**config.mk**
```make
export PLATFORM = sky130hd
export DESIGN_NAME = mem_access_ctrl_flat
export DESIGN_NICKNAME = d
export VERILOG_FILES = /design/src/rtl/y86_pkg.sv /design/src/rtl/mem_access_ctrl_if.sv /design/src/rtl/mem_req_decode.sv /design/src/rtl/mem_access_ctrl.sv /design/src/flat_wrapper.sv
export SDC_FILE = /design/constraint.sdc
export NUM_CORES = 1
export LEC_CHECK = 0
export BUFFER_PORTS_ARGS = -buffer_cell sky130_fd_sc_hd__buf_4
export CAP_MARGIN = 40
export CELL_PAD_IN_SITES_DETAIL_PLACEMENT = 0
export CELL_PAD_IN_SITES_GLOBAL_PLACEMENT = 1
export CORE_MARGIN = 1.5
export CORE_UTILIZATION = 45
export DETAILED_ROUTE_END_ITERATION = 7
export HOLD_SLACK_MARGIN = 0.08
export PLACE_DENSITY_LB_ADDON = 0.2
export SETUP_SLACK_MARGIN = 0.05
export SYNTH_ARGS = -nofsm -noshare
export SYNTH_HDL_FRONTEND = slang
export SYNTH_SLANG_ARGS = --single-unit
```
**constraint.sdc**
```tcl
create_clock -name clk -period 7.2 [get_ports clk]
set_clock_uncertainty 0.1 [all_clocks]
set_input_delay 1.08 -clock clk [delete_from_list [all_inputs] [get_ports clk]]
set_output_delay 1.08 -clock clk [all_outputs]
set_load 0.005 [all_outputs]
```
**src/rtl/y86_pkg.sv**
```systemverilog
// Shared Y86-64 memory-stage definitions: instruction codes, FSM encoding
// and the default data-RAM size.
package y86_pkg;

    localparam logic [3:0] IRMMOVQ = 4'h4;
    localparam logic [3:0] IMRMOVQ = 4'h5;
    localparam logic [3:0] ICALL   = 4'h8;
    localparam logic [3:0] IRET    = 4'h9;
    localparam logic [3:0] IPUSHQ  = 4'hA;
    localparam logic [3:0] IPOPQ   = 4'hB;

    localparam int MEM_BYTES_DEF = 1024;

    typedef enum logic [1:0] {
        S_IDLE   = 2'd0,
        S_ACCESS = 2'd1,
        S_DRAIN  = 2'd2,
        S_DONE   = 2'd3
    } state_t;

endpackage

```
**src/rtl/mem_access_ctrl_if.sv**
```systemverilog
// Bundle between the execute stage, the memory-stage controller and the
// byte-wide data RAM.
//
// Handshake: the client raises start with icode/valE/valA/valP stable; the
// controller accepts on a rising edge where start=1 and busy=0, then holds
// busy=1 from the next cycle through the single-cycle done pulse. start
// seen while busy=1 (including the done cycle) is dropped, not queued.
// valM and dmem_error stay valid from done until the next accepted start.
interface mem_access_ctrl_if;

    logic                  start;
    logic [3:0]            icode;
    logic [63:0]           valE;
    logic [63:0]           valA;
    logic [63:0]           valP;
    logic                  busy;
    logic                  done;
    logic [63:0]           valM;
    logic                  dmem_error;
    logic [63:0]           mem_addr;
    logic [7:0]            mem_wdata;
    logic                  mem_we;
    logic                  mem_re;
    logic [7:0]            mem_rdata;
    y86_pkg::state_t       state;

    // Controller side
    modport slave (
        input  start, icode, valE, valA, valP, mem_rdata,
        output busy, done, valM, dmem_error, mem_addr, mem_wdata, mem_we, mem_re, state
    );

    // Execute stage plus RAM side
    modport master (
        output start, icode, valE, valA, valP, mem_rdata,
        input  busy, done, valM, dmem_error, mem_addr, mem_wdata, mem_we, mem_re, state
    );

endinterface

```
**src/rtl/mem_req_decode.sv**
```systemverilog
// Maps an instruction code and its operands onto the memory request:
// base address, 64-bit write data and the access direction.
module mem_req_decode
    import y86_pkg::*;
(
    input  logic [3:0]  icode,
    input  logic [63:0] valE,
    input  logic [63:0] valA,
    input  logic [63:0] valP,
    output logic [63:0] addr,
    output logic [63:0] data,
    output logic        is_read,
    output logic        is_write
);

    // Pure decode: pushes/stores use valE, pops/returns address through valA
    always_comb begin
        addr     = 64'd0;
        data     = 64'd0;
        is_read  = 1'b0;
        is_write = 1'b0;
        case (icode)
            IRMMOVQ: begin addr = valE; data = valA; is_write = 1'b1; end
            ICALL:   begin addr = valE; data = valP; is_write = 1'b1; end
            IPUSHQ:  begin addr = valE; data = valA; is_write = 1'b1; end
            IMRMOVQ: begin addr = valE; is_read = 1'b1; end
            IRET:    begin addr = valA; is_read = 1'b1; end
            IPOPQ:   begin addr = valA; is_read = 1'b1; end
            default: ;
        endcase
    end

endmodule

```
**src/rtl/mem_access_ctrl.sv**
```systemverilog
// Y86-64 memory-stage controller: serialises one 64-bit little-endian
// access into eight byte accesses on a byte-wide RAM with 1-cycle read
// latency, and reports valM / dmem_error through a start/done handshake.
module mem_access_ctrl
    import y86_pkg::*;
#(
    parameter int MEM_BYTES = MEM_BYTES_DEF,
    parameter int RD_LAT    = 1
) (
    input  logic               clk,
    input  logic               rst_n,
    mem_access_ctrl_if.slave   bus
);

    // Only a single-cycle read latency is implemented
    if (RD_LAT != 1) begin : g_rd_lat_check
        $error("mem_access_ctrl: only RD_LAT=1 is supported");
    end

    // Lowest illegal base address; compared without forming addr+7 so it cannot wrap
    localparam logic [63:0] ADDR_LIMIT = 64'(MEM_BYTES) - 64'd7;

    logic [63:0] req_addr;
    logic [63:0] req_data;
    logic        req_read;
    logic        req_write;
    logic        out_of_range;

    state_t      state;
    logic [2:0]  cnt;
    logic [2:0]  cnt_nxt;
    logic [2:0]  cnt_prev;
    logic [63:0] addr_q;
    logic [63:0] data_q;
    logic        rd_q;
    logic        busy;
    logic        done;
    logic [63:0] valM;
    logic        dmem_error;
    logic [63:0] mem_addr;
    logic [7:0]  mem_wdata;
    logic        mem_we;
    logic        mem_re;

    mem_req_decode u_decode (
        .icode    (bus.icode),
        .valE     (bus.valE),
        .valA     (bus.valA),
        .valP     (bus.valP),
        .addr     (req_addr),
        .data     (req_data),
        .is_read  (req_read),
        .is_write (req_write)
    );

    assign out_of_range = (req_addr >= ADDR_LIMIT);
    assign cnt_nxt      = cnt + 3'd1;
    assign cnt_prev     = cnt - 3'd1;

    // Request FSM: accept, byte loop, read drain, done pulse; all outputs registered
    always_ff @(posedge clk or negedge rst_n) begin
        if (!rst_n) begin
            state      <= S_IDLE;
            cnt        <= 3'd0;
            addr_q     <= 64'd0;
            data_q     <= 64'd0;
            rd_q       <= 1'b0;
            busy       <= 1'b0;
            done       <= 1'b0;
            valM       <= 64'd0;
            dmem_error <= 1'b0;
            mem_addr   <= 64'd0;
            mem_wdata  <= 8'd0;
            mem_we     <= 1'b0;
            mem_re     <= 1'b0;
        end else begin
            case (state)
                S_IDLE: begin
                    if (bus.start) begin
                        addr_q     <= req_addr;
                        data_q     <= req_data;
                        rd_q       <= req_read;
                        valM       <= 64'd0;
                        dmem_error <= 1'b0;
                        cnt        <= 3'd0;
                        busy       <= 1'b1;
                        if (!(req_read || req_write)) begin
                            state <= S_DONE;
                            done  <= 1'b1;
                        end else if (out_of_range) begin
                            state      <= S_DONE;
                            done       <= 1'b1;
                            dmem_error <= 1'b1;
                        end else begin
                            state     <= S_ACCESS;
                            mem_addr  <= req_addr;
                            mem_wdata <= req_data[7:0];
                            mem_we    <= req_write;
                            mem_re    <= req_read;
                        end
                    end
                end
                S_ACCESS: begin
                    // Byte cnt-1 was read last cycle; its data is on mem_rdata now
                    if (rd_q && (cnt != 3'd0)) begin
                        valM[{cnt_prev, 3'b000} +: 8] <= bus.mem_rdata;
                    end
                    if (cnt == 3'd7) begin
                        mem_we <= 1'b0;
                        mem_re <= 1'b0;
                        if (rd_q) begin
                            state <= S_DRAIN;
                        end else begin
                            state <= S_DONE;
                            done  <= 1'b1;
                        end
                    end else begin
                        cnt       <= cnt_nxt;
                        mem_addr  <= addr_q + {61'd0, cnt} + 64'd1;
                        mem_wdata <= data_q[{cnt_nxt, 3'b000} +: 8];
                    end
                end
                S_DRAIN: begin
                    valM[63:56] <= bus.mem_rdata;
                    state       <= S_DONE;
                    done        <= 1'b1;
                end
                S_DONE: begin
                    done  <= 1'b0;
                    busy  <= 1'b0;
                    state <= S_IDLE;
                end
                default: state <= S_IDLE;
            endcase
        end
    end

    assign bus.busy       = busy;
    assign bus.done       = done;
    assign bus.valM       = valM;
    assign bus.dmem_error = dmem_error;
    assign bus.mem_addr   = mem_addr;
    assign bus.mem_wdata  = mem_wdata;
    assign bus.mem_we     = mem_we;
    assign bus.mem_re     = mem_re;
    assign bus.state      = state;

endmodule

```
**src/flat_wrapper.sv**
```systemverilog
// flat-port wrapper written by rule: the top's interface ports become plain ports
module mem_access_ctrl_flat import y86_pkg::*;
#(
    parameter int MEM_BYTES = MEM_BYTES_DEF,
    parameter int RD_LAT    = 1
)
  (clk, rst_n, bus_start, bus_icode, bus_valE, bus_valA, bus_valP, bus_mem_rdata, bus_busy, bus_done, bus_valM, bus_dmem_error, bus_mem_addr, bus_mem_wdata, bus_mem_we, bus_mem_re, bus_state);
  mem_access_ctrl_if bus_i ();
  input  logic clk;
  input  logic rst_n;
  input wire logic [$bits(bus_i.start)-1:0] bus_start;
  input wire logic [$bits(bus_i.icode)-1:0] bus_icode;
  input wire logic [$bits(bus_i.valE)-1:0] bus_valE;
  input wire logic [$bits(bus_i.valA)-1:0] bus_valA;
  input wire logic [$bits(bus_i.valP)-1:0] bus_valP;
  input wire logic [$bits(bus_i.mem_rdata)-1:0] bus_mem_rdata;
  output wire logic [$bits(bus_i.busy)-1:0] bus_busy;
  output wire logic [$bits(bus_i.done)-1:0] bus_done;
  output wire logic [$bits(bus_i.valM)-1:0] bus_valM;
  output wire logic [$bits(bus_i.dmem_error)-1:0] bus_dmem_error;
  output wire logic [$bits(bus_i.mem_addr)-1:0] bus_mem_addr;
  output wire logic [$bits(bus_i.mem_wdata)-1:0] bus_mem_wdata;
  output wire logic [$bits(bus_i.mem_we)-1:0] bus_mem_we;
  output wire logic [$bits(bus_i.mem_re)-1:0] bus_mem_re;
  output wire logic [$bits(bus_i.state)-1:0] bus_state;
  assign bus_i.start = bus_start;
  assign bus_i.icode = bus_icode;
  assign bus_i.valE = bus_valE;
  assign bus_i.valA = bus_valA;
  assign bus_i.valP = bus_valP;
  assign bus_i.mem_rdata = bus_mem_rdata;
  assign bus_busy = bus_i.busy;
  assign bus_done = bus_i.done;
  assign bus_valM = bus_i.valM;
  assign bus_dmem_error = bus_i.dmem_error;
  assign bus_mem_addr = bus_i.mem_addr;
  assign bus_mem_wdata = bus_i.mem_wdata;
  assign bus_mem_we = bus_i.mem_we;
  assign bus_mem_re = bus_i.mem_re;
  assign bus_state = bus_i.state;
  mem_access_ctrl #(.MEM_BYTES(MEM_BYTES), .RD_LAT(RD_LAT)) u_core (.clk(clk), .rst_n(rst_n), .bus(bus_i));
endmodule
```
Word-level counts from Yosys, hierarchy flattened
Cells that the tools add are included.

Flip-flop bits (word level): 275. Input bits: 207. Output and inout port bits: 143. Logic and storage cells: 109.

Add/subtract/negate cells: 5. $lt $le $gt $ge: 1. Eq/ne operators: 18. Shift operators: 3. Muxes and demuxes: 47. Reductions and logical operators: 21.

Operators by type and width (number): 64-bit two-way mux (6); 64-bit case mux with 2 select lines (3); 56-bit case mux with 2 select lines (1); 64-bit by 1-bit adder with 64-bit output, second input constant (1); 64-bit by 3-bit adder with 64-bit output (1); 64-bit bitwise mux (1); 64-bit by 10-bit greater-or-equal comparator with 1-bit output, second input constant (1); 8-bit by 8-bit variable shift with 64-bit output, first input constant (1); 64-bit by 7-bit variable part select with 8-bit output (1); 8-bit by 8-bit variable part select with 64-bit output (1); 8-bit two-way mux (4); 8-bit case mux with 3 select lines (1); 1-bit two-way mux (18); 4-bit equality test, second input constant (4); 8-bit case mux with 2 select lines (1); 5-bit AND reduction (2); 3-bit AND reduction (3); 4-bit by 3-bit equality test with 1-bit output, second input constant (2); 2-bit two-way mux (4); 2-bit inequality test, second input constant (4); 6-bit negator with 8-bit output (1); 2-bit case mux with 4 select lines (1); 3-bit two-way mux (2); 2-bit by 1-bit inequality test with 1-bit output, second input constant (3); 19 further kinds (28).

Depth between registers and ports, before layout
Word-level depth: 8. Depth in mapped cells: 13.

Cells and area by module
From an unflattened synthesis, not the netlist that was laid out.

Cells, all modules: 1631. Area total of the unflattened synthesis: 17772.0 µm².

By module, submodules not included: mem_access_ctrl (times used 1, cells each 1150, area each 13242.7 µm², sequential area each 6881.6 µm²); mem_req_decode (times used 1, cells each 481, area each 4529.3 µm², sequential area each 0.0 µm²).

Worst setup path before layout
No wires, ideal clock.

Path kind: in2reg. From: input port bus_icode[3]. To: register u_core.mem_wdata[5] (netlist: u_core.bus.mem_wdata[5]). Library setup time: 0.125 ns. Arrival: 3.192 ns. Required time: 6.975 ns. Slack: 3.784 ns. Stages on the path: 9. Path through: nor3b_1 > or2_1 > clkbuf_2 > a32o_1 > a41o_1 > o21a_1 > a211oi_4 > buf_6 > mux2_2.

Word-level cells in the longest chain between the ends: 7. Elaborated cells on any way between the ends: 24. Those cells by class: order compare: 1; eq/ne: 8; mux: 8; reduce/logical: 7.

RTL lines: from (decl) (line flat_wrapper.sv:12) `input wire logic [$bits(bus_i.icode)-1:0] bus_icode;`; branches (longest 7 deep; another with 64-bit by 10-bit greater-or-equal comparator with 1-bit output); to (signal assigned) (line mem_access_ctrl.sv:97) `mem_wdata <= req_data[7:0];`; to (signal assigned) (line mem_access_ctrl.sv:120) `mem_wdata <= data_q[{cnt_nxt, 3'b000} +: 8];`; to (decl) (line mem_access_ctrl.sv:41) `logic [7:0] mem_wdata;`.

Parallel ways; which one is timed is not known. The select of a mux whose other input is x is not followed. A chain may end at the register's enable or synchronous reset.

Worst setup path in the final report
From: input port bus_icode[2]. To: register u_core.mem_addr[28] (netlist: u_core.bus.mem_addr[28]).

Word-level cells in the longest chain between the ends: 7. Elaborated cells on any way between the ends: 22. Those cells by class: order compare: 1; eq/ne: 8; mux: 7; reduce/logical: 6.

RTL lines: branches (longest 7 deep; another with 64-bit by 10-bit greater-or-equal comparator with 1-bit output); to (signal assigned) (line mem_access_ctrl.sv:96) `mem_addr <= req_addr;`; to (signal assigned) (line mem_access_ctrl.sv:119) `mem_addr <= addr_q + {61'd0, cnt} + 64'd1;`; to (decl) (line mem_access_ctrl.sv:40) `logic [63:0] mem_addr;`.

Parallel ways; which one is timed is not known. The select of a mux whose other input is x is not followed.

==> summary.txt <==
Power and ir drop
  – Peak supply drop: 180.8 uV
  – Clk pwr share: 0.250
  – Psw: 2381 uW
  – Reg power frac: 0.357
  – Pwr Total: 6463 uW
  – Combinational group share of total power: 0.392
  – Total internal power: 4081 uW
  – Leakage Power: 0.008360 uW
  – Sw frac: 0.3685
  – Power per cell area: 349.7 nW/um2

Synth
  – Synth Area in XOR/XNOR: 0.03257
  – Post-synth EDFFs: 0
  – Asr flop ratio synth: 1.000
  – Post-synth top flop: dfrtp_1
  – Largest family of logic cells by synthesized area: compound AO/OA/AOI/OAI gates
  – Synth unique cells: 66
  – Multiplexer share of the synthesized area: 0.1172
  – Adder-cell area share of the yosys netlist: 0.01430
  – Post-Syn Area per Cell: 10.28 um2
  – Synth Cell Area: 14520 um2
  – Syn. warnings: 0
  – Synthesized Nets: 1635
  – FF+latch count, synth: 275
  – Synth Area in Simple Gates: 0.1323
  – Mapped Cells: 1412
  – Synth Area in Compound Gates: 0.1905
  – Seq/Total Area, Yosys: 0.4739

Clock network
  – Sink Count: 275
  – Latest clock arrival within the worst-skew pair: 0.55 ns
  – Cts repair resizes: 0
  – Root buffer cell: clkbuf_16
  – H-Tree Depth: 1
  – Number of setup buffers added after CTS: 0
  – Post-cts hold buffer count: 0
  – TritonCTS clock tree: built
  – Clock buffer depth: 3
  – CTS Buf Count: 30
  – Clock-pin transition on the worst setup and hold timing paths: 0.06 ns

Routing
  – Antenna-violating nets left: 0
  – Total number of vias: 12835
  – Drt wl/cell: 22.69 um
  – 1st-pass router iterations: 7
  – WL final: 48540 um
  – Vias/cell: 6.000
  – DRC Markers: 0
  – 1st-iter DRT viols: 1021

Worst setup path
  – WP data arrival: 4.47 ns
  – Bufs and invs on worst path: 4
  – Worst path cell trace: buf_4, nor3b_1, buf_2, or2_2, a211oi_1, nand3_1, o21a_1, a211oi_4, buf_16, buf_12, mux2_2
  – Worst Setup End Kind: flip-flop
  – Setup CP Type: input pin to flip-flop
  – Critical path launch point type: input pin
  – Cell family with most CP delay: compound AO/OA/AOI/OAI gates
  – Crit Path Max Fanout: 52
  – CP max stage delay: 0.62 ns
  – CP max-delay cell: or2_2
  – Worst EP required: 7.53 ns

Floorplanning
  – Ports: 350
  – # rows: 65
  – Area of the core: 31640 um2
  – Die height: 182.6 um
  – Die area: 33360 um2
  – Initial Util: 0.4590
  – Die Width: 182.6 um

Min path
  – Min-Delay Path Class: flip-flop to flip-flop

Timing
  – Final setup viols: 0
  – Final hold viol count: 0
  – TNS Setup: 0 ns
  – Final Critical Period: 4.141 ns
  – RSZ-0062 raised after global routing: no
  – Fin crit share: 0.5752
  – FMAX: 241.5 MHz
  – Max-slew violation count: 0
  – Slew margin rel.: 0.3752
  – Slew @ Worst Pin: 0.9373 ns

Global route
  – Pin count of the biggest net entering global routing: 167
  – Vias in the first global route: 12438
  – Initial antenna violation count: 1
  – First-pass GRT wire length: 73520 um
  – Total GRT Usage: 0.2857
  – Grt total ovfl: 0

Final layout
  – Most common cell after layout, fill and taps aside: buf_4
  – Design area: 18480 um2
  – Share of cells above drive strength 1: 0.2972
  – Nets: 1936
  – Most frequent cells in the layout: buf_4 (363), dfrtp_1 (275), nand2_1 (172), o21ai_0 (138), a22oi_1 (107)
  – Synth-to-layout area growth: 27.26%
  – Core Util, Final: 0.5841
  – Fillers: 2818

Placement
  – Routability cong.: 0.8939
  – DP HPWL: 35180 um
  – Port Buffers: 349
  – DP Area: 17440 um2

Run status
  – Status: complete, no violations

Flow run
  – Maxcap violations: 0
-- cell usage after synthesis (6+ instances only) --
library cell / count / area share
buf_6: 7 / 0.0054
o21a_1: 6 / 0.0031
dfrtp_1: 275 / 0.47
a31oi_1: 8 / 0.0034
buf_1: 12 / 0.0031
a22o_1: 81 / 0.049
o21ai_0: 138 / 0.048
ha_1: 15 / 0.013
and3_1: 15 / 0.0065
mux2i_1: 62 / 0.043
nand2_1: 173 / 0.045
and4_1: 6 / 0.0036
clkbuf_1: 77 / 0.020
mux4_2: 16 / 0.025
a21oi_1: 21 / 0.0072
or3_1: 8 / 0.0034
nand4_1: 24 / 0.010
xnor2_1: 30 / 0.018
nand3_1: 21 / 0.0072
nor3_1: 19 / 0.0065
xor2_1: 24 / 0.014
mux2_2: 60 / 0.047
nor4_1: 37 / 0.016
a221oi_1: 16 / 0.0096
a22oi_1: 107 / 0.055
inv_1: 31 / 0.0080
nor2_1: 50 / 0.013
-- worst reg2reg max path, cell delays in order, from the launching register on --
cell	delay, ns
dfrtp_1	0.43
inv_1	0.16
ha_4	0.61
nor2_1	0.24
or2_2	0.40
nor2_1	0.42
nand2_1	0.23
nor4_2	0.75
a22o_1	0.23
-- kinds of logic after synthesis --
kind of cell               Yosys count
buffers and inverters              134
DFF                                275
muxes                              142
AOI/OAI and AO/OA                  402
adders and majority gates           16
and+or+nand+nor                    389
xor gates and xnor gates            54
-- per-layer routing --
layer / track usage / vias to the layer above / routed length [um]
met5: 0 / - / 9
met4: 0.1028 / 2 / 1712
met3: 0.05847 / 86 / 3756
met2: 0.4342 / 516 / 21780
met1: 0.4043 / 6366 / 21280
li1: - / 5865 / -
-- flip-flops by register name, summed over array words and instances (netlist names) --
| name | cells |
|---|---|
| u_core.addr_q | 64 |
| u_core.bus.busy | 1 |
| u_core.bus.dmem_error | 1 |
| u_core.bus.done | 1 |
| u_core.bus.mem_addr | 64 |
| u_core.bus.mem_re | 1 |
| u_core.bus.mem_wdata | 8 |
| u_core.bus.mem_we | 1 |
| u_core.bus.state | 2 |
| u_core.bus.valM | 64 |
| u_core.cnt | 3 |
| u_core.data_q | 64 |
| u_core.rd_q | 1 |
-- worst paths after layout --
path,start,to,slack [ns],cells past startpoint
max,bus_icode[2],u_core.bus.mem_addr[28],3.06,11
min,u_core.data_q[16],u_core.data_q[16],0.38,2
max reg2reg,u_core.bus.state[1],u_core.bus.valM[50],3.57,8
min reg2reg,u_core.data_q[16],u_core.data_q[16],0.38,2
max in group asynchronous,rst_n,u_core.bus.mem_addr[29],5.14,2
min in group asynchronous,rst_n,u_core.bus.valM[50],0.46,1
-- power groups by stage --
stage	sequential [uW]	clock [uW]	combinational, uW
after CTS	2300	1640	2550
after floorplan	2250	0	1680
after global placement	2310	0	2470
after global routing	2370	1700	2790
final	2310	1620	2540
after detailed placement	2330	0	2540
-- per-stage QoR --
stage          instances  hold WS (ns)  worst slack (ns)
2_1_floorplan       1412        0.3446             3.784
3_3_place_gp        2077        0.3595             2.203
3_5_place_dp        2083        0.3696             2.553
4_1_cts             2138        0.3839             3.115
5_1_grt             2138        0.4040             2.915
6_report            2139        0.3786             3.059
-- final cells by class --
type,count,area [um2],area share
Sequential cell,275,6882,0.3724
Clock inverter,13,142.6,0.007718
Timing Repair Buffer,372,2833,0.1533
Antenna cell,1,2.502,0.0001354
Multi-Input combinational cell,1003,7104,0.3844
Tap cell,402,503.0,0.02722
Inverter,31,116.4,0.006297
Clock buffer,42,897.1,0.04854
No activity file was read; power rests on OpenSTA's default activity.
